**src/rtl/cpu_sequencer.sv**
```systemverilog
// cpu_sequencer: fetch/decode/execute controller for the 8-bit CPU.
// Owns pc, ir and the zero flag; drives ALU opcode, operand and strobes.
//
// Ports:
//   clk        in  rising-edge clock
//   reset      in  asynchronous active-high reset, clears all state
//   start      in  level; leaves IDLE when high
//   instr_in   in  instruction word for the current pc
//   mem_ready  in  instr_in valid; only looked at in FETCH
//   alu_zero   in  ALU result is zero; sampled in WRITEBACK
//   pc         out fetch address
//   mem_rd     out fetch request, high every FETCH cycle
//   alu_op     out ir[7:4] for opcodes 1..7, else 0
//   imm_out    out zero-extended operand ir[3:0]
//   reg_a_save out one-cycle save strobe for register A
//   reg_b_save out one-cycle save strobe for register B
//   reg_clr    out one-cycle register clear strobe
//   busy       out high in FETCH/DECODE/EXECUTE/WRITEBACK
//   halted     out high in HALT
//   illegal    out one-cycle pulse in EXECUTE for opcodes B..E
module cpu_sequencer #(
    parameter int DATA_W = 8,
    parameter int PC_W   = 8,
    parameter int OP_W   = 4
) (
    input  logic              clk,
    input  logic              reset,
    input  logic              start,
    input  logic [DATA_W-1:0] instr_in,
    input  logic              mem_ready,
    input  logic              alu_zero,
    output logic [PC_W-1:0]   pc,
    output logic              mem_rd,
    output logic [OP_W-1:0]   alu_op,
    output logic [DATA_W-1:0] imm_out,
    output logic              reg_a_save,
    output logic              reg_b_save,
    output logic              reg_clr,
    output logic              busy,
    output logic              halted,
    output logic              illegal
);

    localparam int IMM_W = DATA_W - OP_W;

    localparam logic [OP_W-1:0] OP_LDA = OP_W'(4'h1);
    localparam logic [OP_W-1:0] OP_LDB = OP_W'(4'h2);
    localparam logic [OP_W-1:0] OP_ADD = OP_W'(4'h3);
    localparam logic [OP_W-1:0] OP_XOR = OP_W'(4'h7);
    localparam logic [OP_W-1:0] OP_JMP = OP_W'(4'h8);
    localparam logic [OP_W-1:0] OP_JZ  = OP_W'(4'h9);
    localparam logic [OP_W-1:0] OP_CLR = OP_W'(4'hA);
    localparam logic [OP_W-1:0] OP_IL0 = OP_W'(4'hB);
    localparam logic [OP_W-1:0] OP_IL1 = OP_W'(4'hE);
    localparam logic [OP_W-1:0] OP_HLT = OP_W'(4'hF);

    typedef enum logic [2:0] {
        S_IDLE,
        S_FETCH,
        S_DECODE,
        S_EXECUTE,
        S_WRITEBACK,
        S_HALT
    } state_t;

    state_t            state, state_n;
    logic [DATA_W-1:0] ir, ir_n;
    logic [PC_W-1:0]   pc_n;
    logic              z_flag, z_n;

    logic [OP_W-1:0]   op;
    logic [IMM_W-1:0]  imm;
    logic              is_alu;
    logic              is_ill;
    logic              jz_taken;

    assign op       = ir[DATA_W-1:IMM_W];
    assign imm      = ir[IMM_W-1:0];
    assign is_alu   = (op >= OP_LDA) && (op <= OP_XOR);
    assign is_ill   = (op >= OP_IL0) && (op <= OP_IL1);
    assign jz_taken = (op == OP_JZ) && z_flag;

    // ir only changes in FETCH, so these hold from DECODE to WRITEBACK.
    assign alu_op  = is_alu ? op : '0;
    assign imm_out = {{OP_W{1'b0}}, imm};

    assign busy   = (state == S_FETCH) || (state == S_DECODE) ||
                    (state == S_EXECUTE) || (state == S_WRITEBACK);
    assign halted = (state == S_HALT);

    always_ff @(posedge clk or posedge reset) begin
        if (reset) begin
            state  <= S_IDLE;
            pc     <= '0;
            ir     <= '0;
            z_flag <= 1'b0;
        end else begin
            state  <= state_n;
            pc     <= pc_n;
            ir     <= ir_n;
            z_flag <= z_n;
        end
    end

    always_comb begin
        state_n    = state;
        pc_n       = pc;
        ir_n       = ir;
        z_n        = z_flag;
        mem_rd     = 1'b0;
        reg_a_save = 1'b0;
        reg_b_save = 1'b0;
        reg_clr    = 1'b0;
        illegal    = 1'b0;
        unique case (state)
            S_IDLE: begin
                if (start) state_n = S_FETCH;
            end
            S_FETCH: begin
                mem_rd = 1'b1;
                if (mem_ready) begin
                    ir_n    = instr_in;
                    pc_n    = pc + PC_W'(1);
                    state_n = S_DECODE;
                end
            end
            S_DECODE: begin
                state_n = S_EXECUTE;
            end
            S_EXECUTE: begin
                state_n = S_FETCH;
                if (is_alu) begin
                    state_n = S_WRITEBACK;
                end else if (op == OP_HLT) begin
                    state_n = S_HALT;
                end else if ((op == OP_JMP) || jz_taken) begin
                    pc_n = PC_W'(imm);
                end else if (op == OP_CLR) begin
                    reg_clr = 1'b1;
                    z_n     = 1'b1;
                end else if (is_ill) begin
                    illegal = 1'b1;
                end
            end
            S_WRITEBACK: begin
                state_n = S_FETCH;
                if (op == OP_LDB) reg_b_save = 1'b1;
                else              reg_a_save = 1'b1;
                // Loads leave the flag; only real ALU results update it.
                if (op >= OP_ADD) z_n = alu_zero;
            end
            S_HALT: begin
                state_n = S_HALT;
            end
            default: begin
                state_n = S_IDLE;
            end
        endcase
    end

endmodule

```
**config.mk**
```make
export PLATFORM = sky130hd
export DESIGN_NAME = cpu_sequencer
export DESIGN_NICKNAME = d
export VERILOG_FILES = /design/src/rtl/cpu_sequencer.sv
export SDC_FILE = /design/constraint.sdc
export NUM_CORES = 1
export LEC_CHECK = 0
export CAP_MARGIN = 5
export CORE_UTILIZATION = 38
export DETAILED_ROUTE_END_ITERATION = 7
export DONT_BUFFER_PORTS = 1
export HOLD_SLACK_MARGIN = 0.1
export PLACE_DENSITY = 0.48
export SKIP_LAST_GASP = 1
export SLEW_MARGIN = 20
export SYNTH_ARGS = -nofsm -noshare
export SYNTH_HDL_FRONTEND = slang
export SYNTH_SLANG_ARGS = --single-unit
```
**constraint.sdc**
```tcl
create_clock -name clk -period 1.8 [get_ports clk]
set_input_delay 0.54 -clock clk [delete_from_list [all_inputs] [get_ports clk]]
set_output_delay 0.54 -clock clk [all_outputs]
set_load 0.01 [all_outputs]
```
# Yosys cells after proc, flatten, opt, wreduce, memory -nomap -nowiden
# Cells that the tools add are included.
[op_classes]
muxes = 33
n_addsub = 1
n_eq_ne = 18
magnitude_cmp = 5
reduce_logical = 14
[ops]
columns = ["operator", "count"]
rows = [
  ["two-way mux 8 bit", 4],
  ["two-way mux 1 bit", 21],
  ["case mux 3 bit (6 select lines)", 1],
  ["equality test 4 bit (second input constant)", 4],
  ["case mux 8 bit (2 select lines)", 1],
  ["two-way mux 3 bit", 4],
  ["inequality test 2 bit (second input constant)", 5],
  ["adder 8 x 1 -> 8 bit (second input constant)", 1],
  ["equality test 3 x 2 -> 1 bit (second input constant)", 2],
  ["equality test 3 bit (second input constant)", 2],
  ["inequality test 2 x 1 -> 1 bit (second input constant)", 3],
  ["AND reduction 6 bit", 1],
  ["AND reduction 5 bit", 1],
  ["equality test 4 x 2 -> 1 bit (second input constant)", 1],
  ["greater-or-equal comparator 4 x 1 -> 1 bit (second input constant)", 1],
  ["greater-or-equal comparator 4 x 2 -> 1 bit (second input constant)", 1],
  ["greater-or-equal comparator 4 bit (second input constant)", 1],
  ["less-or-equal comparator 4 x 3 -> 1 bit (second input constant)", 1],
  ["less-or-equal comparator 4 bit (second input constant)", 1],
  ["logical OR 1 bit", 4],
  ["two-way mux 4 bit", 1],
  ["AND reduction 2 bit", 2],
  ["nonzero test 2 bit", 2],
  ["equality test 3 x 1 -> 1 bit (second input constant)", 1],
  ["other kinds (3)", 5],
]
[word_totals]
wordCells = 75
out_inout_bits = 27
reg_bits = 20
in_bits = 13

# Depth between registers and ports, before layout
# Gate-level depths: netlist of run 1.
[logic_depth]
depth_word = 8
depth_mapped = 6
ltp_nobuf = 4

# Worst setup path after synthesis of run 1
# Ideal clock, no wire load.
[synth_timing]
kind = "flip-flop to flip-flop"
start = "register state[2]"
end = "register pc[3]"
t_arrival_ns = 1.424
slack_ns = 0.249
setup_ns = 0.127
required_time_ns = 1.673
period_less_slack_ns = 1.551
n_path_buf = 1
stages_incl_launch_ff = 6
path_cell_list = "dfrtp_1 > buf_6 > nor3b_1 > nand2_1 > nand2b_1 > o2bb2a_1"
[synth_between]
elab_chain_len = 3
word_cells_on_any_way = 9
cone_classes = "6 x eq/ne; 1 x mux; 2 x reduce/logical"
[synth_lines]
columns = ["element", "line_no", "source"]
rows = [
  ["start: declaration", "66", "state_t state, state_n;"],
  ["start signal: assignment", "98", "state <= state_n;"],
  ["equality test 3 x 2 -> 1 bit / equality test 3 x 1 -> 1 bit (equally long branches)", "115", "unique case (state)"],
  ["inequality test 2 x 1 -> 1 bit (no source line) (tied with other cells)", "-", ""],
  ["AND reduction 5 bit (no source line)", "-", ""],
  ["end signal: assignment", "99", "pc <= pc_n;"],
  ["end: declaration", "32", "output logic [PC_W-1:0] pc,"],
]
# Several ways; a longest one is shown, not always the timed one.
# A chain may end at the register's enable or synchronous reset.

# Worst setup path in the final report of run 1
[layout_timing]
start = "register ir[7]"
end = "output port reg_b_save"
[layout_between]
elab_chain_len = 3
[layout_lines]
columns = ["element", "line_no", "source"]
rows = [
  ["start: declaration", "67", "logic [DATA_W-1:0] ir, ir_n;"],
  ["start signal: assignment", "100", "ir <= ir_n;"],
  ["equality test 4 x 2 -> 1 bit", "147", "if (op == OP_LDB) reg_b_save = 1'b1;"],
  ["two-way mux 1 bit", "147", ""],
  ["two-way mux 1 bit", "115", ""],
  ["end: declaration", "37", "output logic reg_b_save,"],
]
# No other way between the ends.

==> metrics.md, run 1 <==
| Metric | Value |
|---|---|
| Core area | `2850 µm²` |
| Most common cell after layout, fill and taps aside | `nand2_1` |
| EDFF count, synth | `0` |
| Req. time, crit path | `1.26 ns` |
| LEAKAGE | `0.602 nW` |
| DIE HEIGHT | `58.0 µm` |
| Layout Utilization | `45.4%` |
| Arrival time worst endpoint | `1.23 ns` |
| Syn Area/Cell | `8.62 µm²` |
| Finished Layout Cells | `174` |
| Via/cell ratio | `5.37` |
| CTS Buf Count | `3` |
| Filler cells | `283` |
| Maximum vdd drop | `0.000702 V` |
| Finish-stage setup viols | `0` |
| Worst Setup Start Kind | `flop` |
| H-tree depth | `1` |
| Cells along the critical path | `and2b_2 -> nand2_1 -> nor2_2` |
| Drt pass-1 iters | `6` |
| Pin count of the biggest net entering global routing | `21` |
| Starting Density | `41.7%` |
| Global route overflow | `0` |
| Area delta synth->final | `8.94%` |
| WS Path Type | `flop to primary output` |
| DIE WIDTH | `58.0 µm` |
| Minimum clock period | `1.77 ns` |
| Distinct cells, synth | `39` |
| Crit Path Max Fanout | `5` |
| DIE AREA | `3360 µm²` |
| Total track usage | `16.4%` |
| Syn Inst Count | `138` |
| #FFs+latches synth | `20` |
| Cell accounting for the most synthesized area | `dfrtp_1` |
| Placer Congestion | `0.807` |
| Post-route setup TNS | `0 ns` |
| DR iter-0 viols | `39` |
| Worst skew pair latency | `0.29 ns` |
| Final Max Tran Viols | `0` |
| Initial antenna violation count | `0` |
| I/O Pins | `40` |
| Sink Count | `20` |
| Final #Nets | `159` |
| HPWL Detailed | `1.73 mm` |
| DRC | `1` |
| CTS clk-pin slew, worst paths | `0.11 ns` |
| RSZ-0062 raised after global routing | `yes` |
| Sequential share of the synthesized area | `42.1%` |
| Post-DR wirelength/cell | `14.4 µm` |
| Port Buffers | `0` |
| Vias in the first global route | `886` |
| Fmax achieved | `565 MHz` |
| Final Skew | `0.00249 ns` |
| Total power draw | `0.00236 W` |
| Via count | `934` |
| Main flop type after synthesis | `dfrtp_1` |
| Longest Clk Path Bufs | `2` |
| CTS hold repair buffers | `0` |
| Ant. Diodes | `0` |
| Synth Cell Area | `1190 µm²` |
| Cell area power density | `1820 nW/µm²` |
| Yosys Warn Count | `0` |
| CP peak stage delay | `0.45 ns` |
| Status | `finished with violations` |
| Share of layout cells above drive strength 1 | `25.9%` |
| Final Hold Vio Count | `0` |
| Final ANT Viol Nets | `0` |
| CTS tree | `done` |
| Placed cell count | `164` |
| Clk root buf | `clkbuf_4` |
| MaxCap Viol Count | `0` |
| CP endpoint kind | `primary output` |
| Hold Path Class | `input port to asynchronous set/reset pin` |
| Post-synth ARST share | `100%` |
| Core Rows | `19` |
| Most frequent cells in the layout | `28 x nand2_1, 14 x dfrtp_1, 14 x buf_4, 10 x nor2_1` |
| First-pass GRT wire length | `4.21 mm` |
| Critical Path Slowest Stage Cell | `dfrtp_2` |
| Fin crit share | `98.4%` |
| Share of the synthesized area in the top cell type | `42.1%` |
| Failing checks | `DRC` |
| Worst Hold Margin | `0.145 ns` |
| Top cells by area, synth | `dfrtp_1 42%, nand2_1 9.1%, buf_4 5.7%` |
| Post-Route WL | `2.50 mm` |
[worst paths after layout]
| path | from | endpoint | slack [ns] | cells past startpoint |
|---|---|---|---|---|
| setup / recovery | ir[7] | reg_b_save | 0.03 | 3 |
| hold / removal | reset | pc[1] | 0.14 | 2 |
| setup reg to reg | state[1] | pc[3] | 0.05 | 6 |
| hold reg to reg | z_flag | z_flag | 0.52 | 1 |
| max in group asynchronous | reset | ir[6] | 1.43 | 2 |
| min in group clk | instr_in[7] | ir[7] | 0.34 | 2 |
[cells by family (layout without fill, tap and decap cells)]
family	after synthesis	after routing	synth area share [%]
AND/OR/NAND/NOR	72	72	30.2
AO/OA/AOI/OAI	21	21	12.5
flip-flops	20	20	42.1
buffers and inverters	18	19	10.1
XOR/XNOR	4	4	2.94
adder cells (fa/ha/maj)	1	1	1.05
other	1	5	0.315
multiplexers	1	1	0.841
[timing repair]
action / 4_1_cts / 5_1_grt
pin swaps: 0 / 0
setup endpoints to repair: 6 / 6
gates resized for setup: 9 / 9
setup buffers: 4 / 3
hold endpoints to repair: 0 / 0
[state kept, by name (all words and copies together) (netlist names)]
register,count
state,3
ir,8
z_flag,1
pc,8
[cell type report]
cell class | count | area (µm²) | share of cell area (%)
Tap cell | 31 | 38.8 | 2.99
Clock buffer | 3 | 22.5 | 1.74
Multi-Input combinational cell | 104 | 614 | 47.4
Inverter | 2 | 7.51 | 0.579
Timing Repair Buffer | 14 | 105 | 8.11
Sequential cell | 20 | 508 | 39.2
[per-layer routing]
layer,global-route usage [%],vias up,share of wire [%]
met1,21.2,440,47
li1,-,465,-
met4,3.06,0,0.40
met5,0,-,0
met2,27.4,27,48
met3,4.91,2,4.4
[critical path: cells and delay by family (launching register included)]
family,cells,cell delay [ns]
flip-flops,1,0.45
AND/OR/NAND/NOR,3,0.49
[power breakdown]
group	internal, W	switching (W)
Sequential	0.000660	0.000321
Clock	0.0000779	0.000129
Combinational	0.000553	0.000621
[synth_stat cells (2+ instances only)]
master / instances
xor2_1: 2
buf_2: 3
or3_1: 2
and2b_1: 3
o21ai_0: 4
nand4_1: 2
inv_1: 2
buf_4: 9
nand2b_1: 2
and2_1: 2
a31oi_1: 2
buf_6: 2
nor2_1: 13
nor3_1: 4
dfrtp_1: 20
and3_1: 3
clkbuf_1: 2
nand2_1: 29
nor2b_1: 2
nand3_1: 4
a21oi_1: 7
xnor2_1: 2
[metrics by stage]
stage	instance area, µm²	worst slack, ns
CTS	1250	0.00604
detailed placement	1180	0.222
global route	1300	-0.0444
floorplan	1200	0.249
finish	1300	0.0287
global placement	1180	0.232
Power figures use the tool's default switching activity.
==> run 2, diff against run 1 <==
--- a/config.mk
+++ b/config.mk
@@ -7,10 +7,11 @@
 export LEC_CHECK = 0
 export CAP_MARGIN = 5
 export CORE_UTILIZATION = 38
+export CTS_BUF_LIST = sky130_fd_sc_hd__clkbuf_8
 export DETAILED_ROUTE_END_ITERATION = 7
-export DONT_BUFFER_PORTS = 1
 export HOLD_SLACK_MARGIN = 0.1
-export PLACE_DENSITY = 0.48
+export PLACE_DENSITY = 0.65
+export SETUP_SLACK_MARGIN = 0.02
 export SKIP_LAST_GASP = 1
 export SLEW_MARGIN = 20
 export SYNTH_ARGS = -nofsm -noshare
==> run 2 against run 1 <==
Net effect: the flow finishes with violations (DRC, setup timing); critical path type unchanged; sequential share of layout area is 12 points lower; clock-buffer cell count stayed put; clock power increased by 120%; cell area is 41% higher; hold slack better by 0.37 ns; first-iteration DRC count down 21%; critical path depth increased by 3; highest routed layer unchanged; critical endpoint unchanged; combinational power rose by 67%.
==> metrics.md, run 2 (synthesized netlist as in run 1, its figures left out) <==
| Metric | Value |
|---|---|
| Status | `finished with violations (unchanged)` |
| Failing checks | `DRC, setup timing (was DRC)` |
| Worst Hold End | `z_flag` |
| Setup ws final | `-0.131 ns (was 0.0287 ns)` |
| Req. time, crit path | `1.26 ns (about the same)` |
| Worst r2r path cells | `7 (was 6)` |
| I/O Pins | `40 (unchanged)` |
| Worst Setup Start Kind | `flop (unchanged)` |
| Worst reg2reg endpoint | `pc[3] (unchanged)` |
| HPWL Detailed | `1.96 mm (was 1.73 mm)` |
| Arrival time worst endpoint | `1.39 ns (was 1.23 ns)` |
| Post-route setup TNS | `-0.414 ns (was 0 ns)` |
| H-tree depth | `1 (unchanged)` |
| Finish-stage setup viols | `7 (was 0)` |
| Via count | `1176 (was 934)` |
| Core Rows | `19 (unchanged)` |
| DIE HEIGHT | `58.0 µm (unchanged)` |
| Initial antenna violation count | `0 (unchanged)` |
| Critical Path Start | `ir[7] (unchanged)` |
| Maximum vdd drop | `0.000918 V (was 0.000702 V)` |
| Most frequent cells in the layout | `32 x buf_4, 28 x nand2_1, 23 x clkdlybuf4s50_1, 18 x dfrtp_1, 11 x nor2_1 (was 28 x nand2_1, 14 x dfrtp_1, 14 x buf_4, 10 x nor2_1)` |
| Global route overflow | `0 (unchanged)` |
| Ant. Diodes | `0 (unchanged)` |
| First-pass GRT wire length | `5.08 mm (was 4.21 mm)` |
| Final ANT Viol Nets | `0 (unchanged)` |
| DRC | `2 (was 1)` |
| Placed cell count | `210 (was 164)` |
| CTS hold repair buffers | `0 (unchanged)` |
| Clk root buf | `clkbuf_8 (was clkbuf_4)` |
| Fin crit share | `107% (was 98.4%)` |
| Final #Nets | `215 (was 159)` |
| Starting Density | `41.7% (unchanged)` |
| Placer Congestion | `0.738 (was 0.807)` |
| MaxCap Viol Count | `0 (unchanged)` |
| Cell depth of the worst hold path | `1` |
| RSZ-0062 raised after global routing | `yes (unchanged)` |
| Port Buffers | `34 (was 0)` |
| DIE WIDTH | `58.0 µm (unchanged)` |
| Fmax achieved | `518 MHz (was 565 MHz)` |
| Core area | `2850 µm² (unchanged)` |
| Worst reg2reg startpoint | `ir[7] (was state[1])` |
| Filler cells | `242 (was 283)` |
| Register area | `503 µm² (was 508 µm²)` |
| Startpoint of the worst hold path | `z_flag` |
| Minimum clock period | `1.93 ns (was 1.77 ns)` |
| Post-Route WL | `2.93 mm (was 2.50 mm)` |
| Sink Count | `20 (unchanged)` |
| DR iter-0 viols | `31 (was 39)` |
| CTS Buf Count | `3 (unchanged)` |
| CTS clk-pin slew, worst paths | `0.08 ns (was 0.11 ns)` |
| Final Skew | `0.00392 ns (was 0.00249 ns)` |
| Most common cell after layout, fill and taps aside | `buf_4 (was nand2_1)` |
| Total track usage | `19.5% (was 16.4%)` |
| Register-to-register path setup slack | `-0.01 ns (was 0.05 ns)` |
| Vias in the first global route | `1158 (was 886)` |
| Hold Path Class | `flop to flop (was input port to asynchronous set/reset pin)` |
| Final Hold Vio Count | `0 (unchanged)` |
| Pin count of the biggest net entering global routing | `21 (unchanged)` |
| Longest Clk Path Bufs | `2 (unchanged)` |
| WS Path Type | `flop to primary output (unchanged)` |
| Via/cell ratio | `5.09 (was 5.37)` |
| Multi-input combinational cell area | `612 µm² (was 614 µm²)` |
| Largest registers | `ir x8, pc x8, state x3 (unchanged)` |
| CP endpoint kind | `primary output (unchanged)` |
| Drt pass-1 iters | `6 (unchanged)` |
| LEAKAGE | `0.908 nW (was 0.602 nW)` |
| Post-DR wirelength/cell | `12.7 µm (was 14.4 µm)` |
| Cell area power density | `1780 nW/µm² (was 1820 nW/µm²)` |
| Area delta synth->final | `53.7% (was 8.94%)` |
| Finished Layout Cells | `231 (was 174)` |
| DIE AREA | `3360 µm² (unchanged)` |
| Share of layout cells above drive strength 1 | `31.5% (was 25.9%)` |
| Final Max Tran Viols | `0 (unchanged)` |
| Worst skew pair latency | `0.26 ns (was 0.29 ns)` |
| Crit Path Max Fanout | `3 (was 5)` |
| CTS tree | `done (unchanged)` |
run 2: area by class of cell:
| type | instances | area share [%] |
|---|---|---|
| Clock inverter | 1 | 1.64 |
| Sequential cell | 20 | 27.5 |
| Multi-Input combinational cell | 104 | 33.4 |
| Tap cell | 31 | 2.12 |
| Timing Repair Buffer | 70 | 32.6 |
| Inverter | 2 | 0.410 |
| Clock buffer | 3 | 2.26 |
run 2: critical path: stages, from the launching register on:
cell,delay (ns)
dfrtp_1,0.40
buf_6,0.13
buf_6,0.10
and2b_1,0.21
nand2_1,0.06
nor2_1,0.10
buf_2,0.13
run 2: per-layer routing:
layer  share of wire, %  wire (µm)  vias to the layer above  GRT usage (%)
met3                4.6        135                        5           2.90
li1                   -          -                      576              -
met2                 50       1470                       38           35.6
met1                 44       1290                      557           23.3
met5                  0          0                        -              0
met4                1.2         34                        0           6.12
run 2: what timing repair did:
| item | CTS | global route |
|---|---|---|
| pin swaps | 4 | 2 |
| gates resized for setup | 49 | 7 |
| setup endpoints to repair | 13 | 11 |
| setup buffers | 13 | 5 |
run 2: worst max-delay path by stage:
stage                 end  slack (ns)  depth (start not counted)
2_1_floorplan       pc[3]        0.25                          5
3_3_place_gp   reg_a_save       -0.14                          4
3_5_place_dp      reg_clr       -0.17                          4
4_1_cts           reg_clr       -0.18                          5
5_1_grt        reg_b_save       -0.21                          6
6_report       reg_b_save       -0.13                          6
run 2: report_power, final:
group	switching (W)	leakage (nW)	internal (W)
clock network	0.000158	0.0357	0.000297
logic	0.000881	0.626	0.00107
registers	0.000190	0.246	0.000653
total	0.00123	0.908	0.00202
run 2: metrics by stage:
step	util (%)	setup slack [ns]	total power (W)	hold WS (ns)	instance area (µm²)
2_1_floorplan	-	0.249	0.00181	0.461	1200
5_1_grt	64.1	-0.211	0.00350	0.538	1830
4_1_cts	63.2	-0.178	0.00317	0.507	1800
6_report	64.1	-0.131	0.00325	0.512	1830
3_3_place_gp	56.6	-0.143	0.00248	0.482	1610
3_5_place_dp	56.6	-0.171	0.00250	0.490	1610
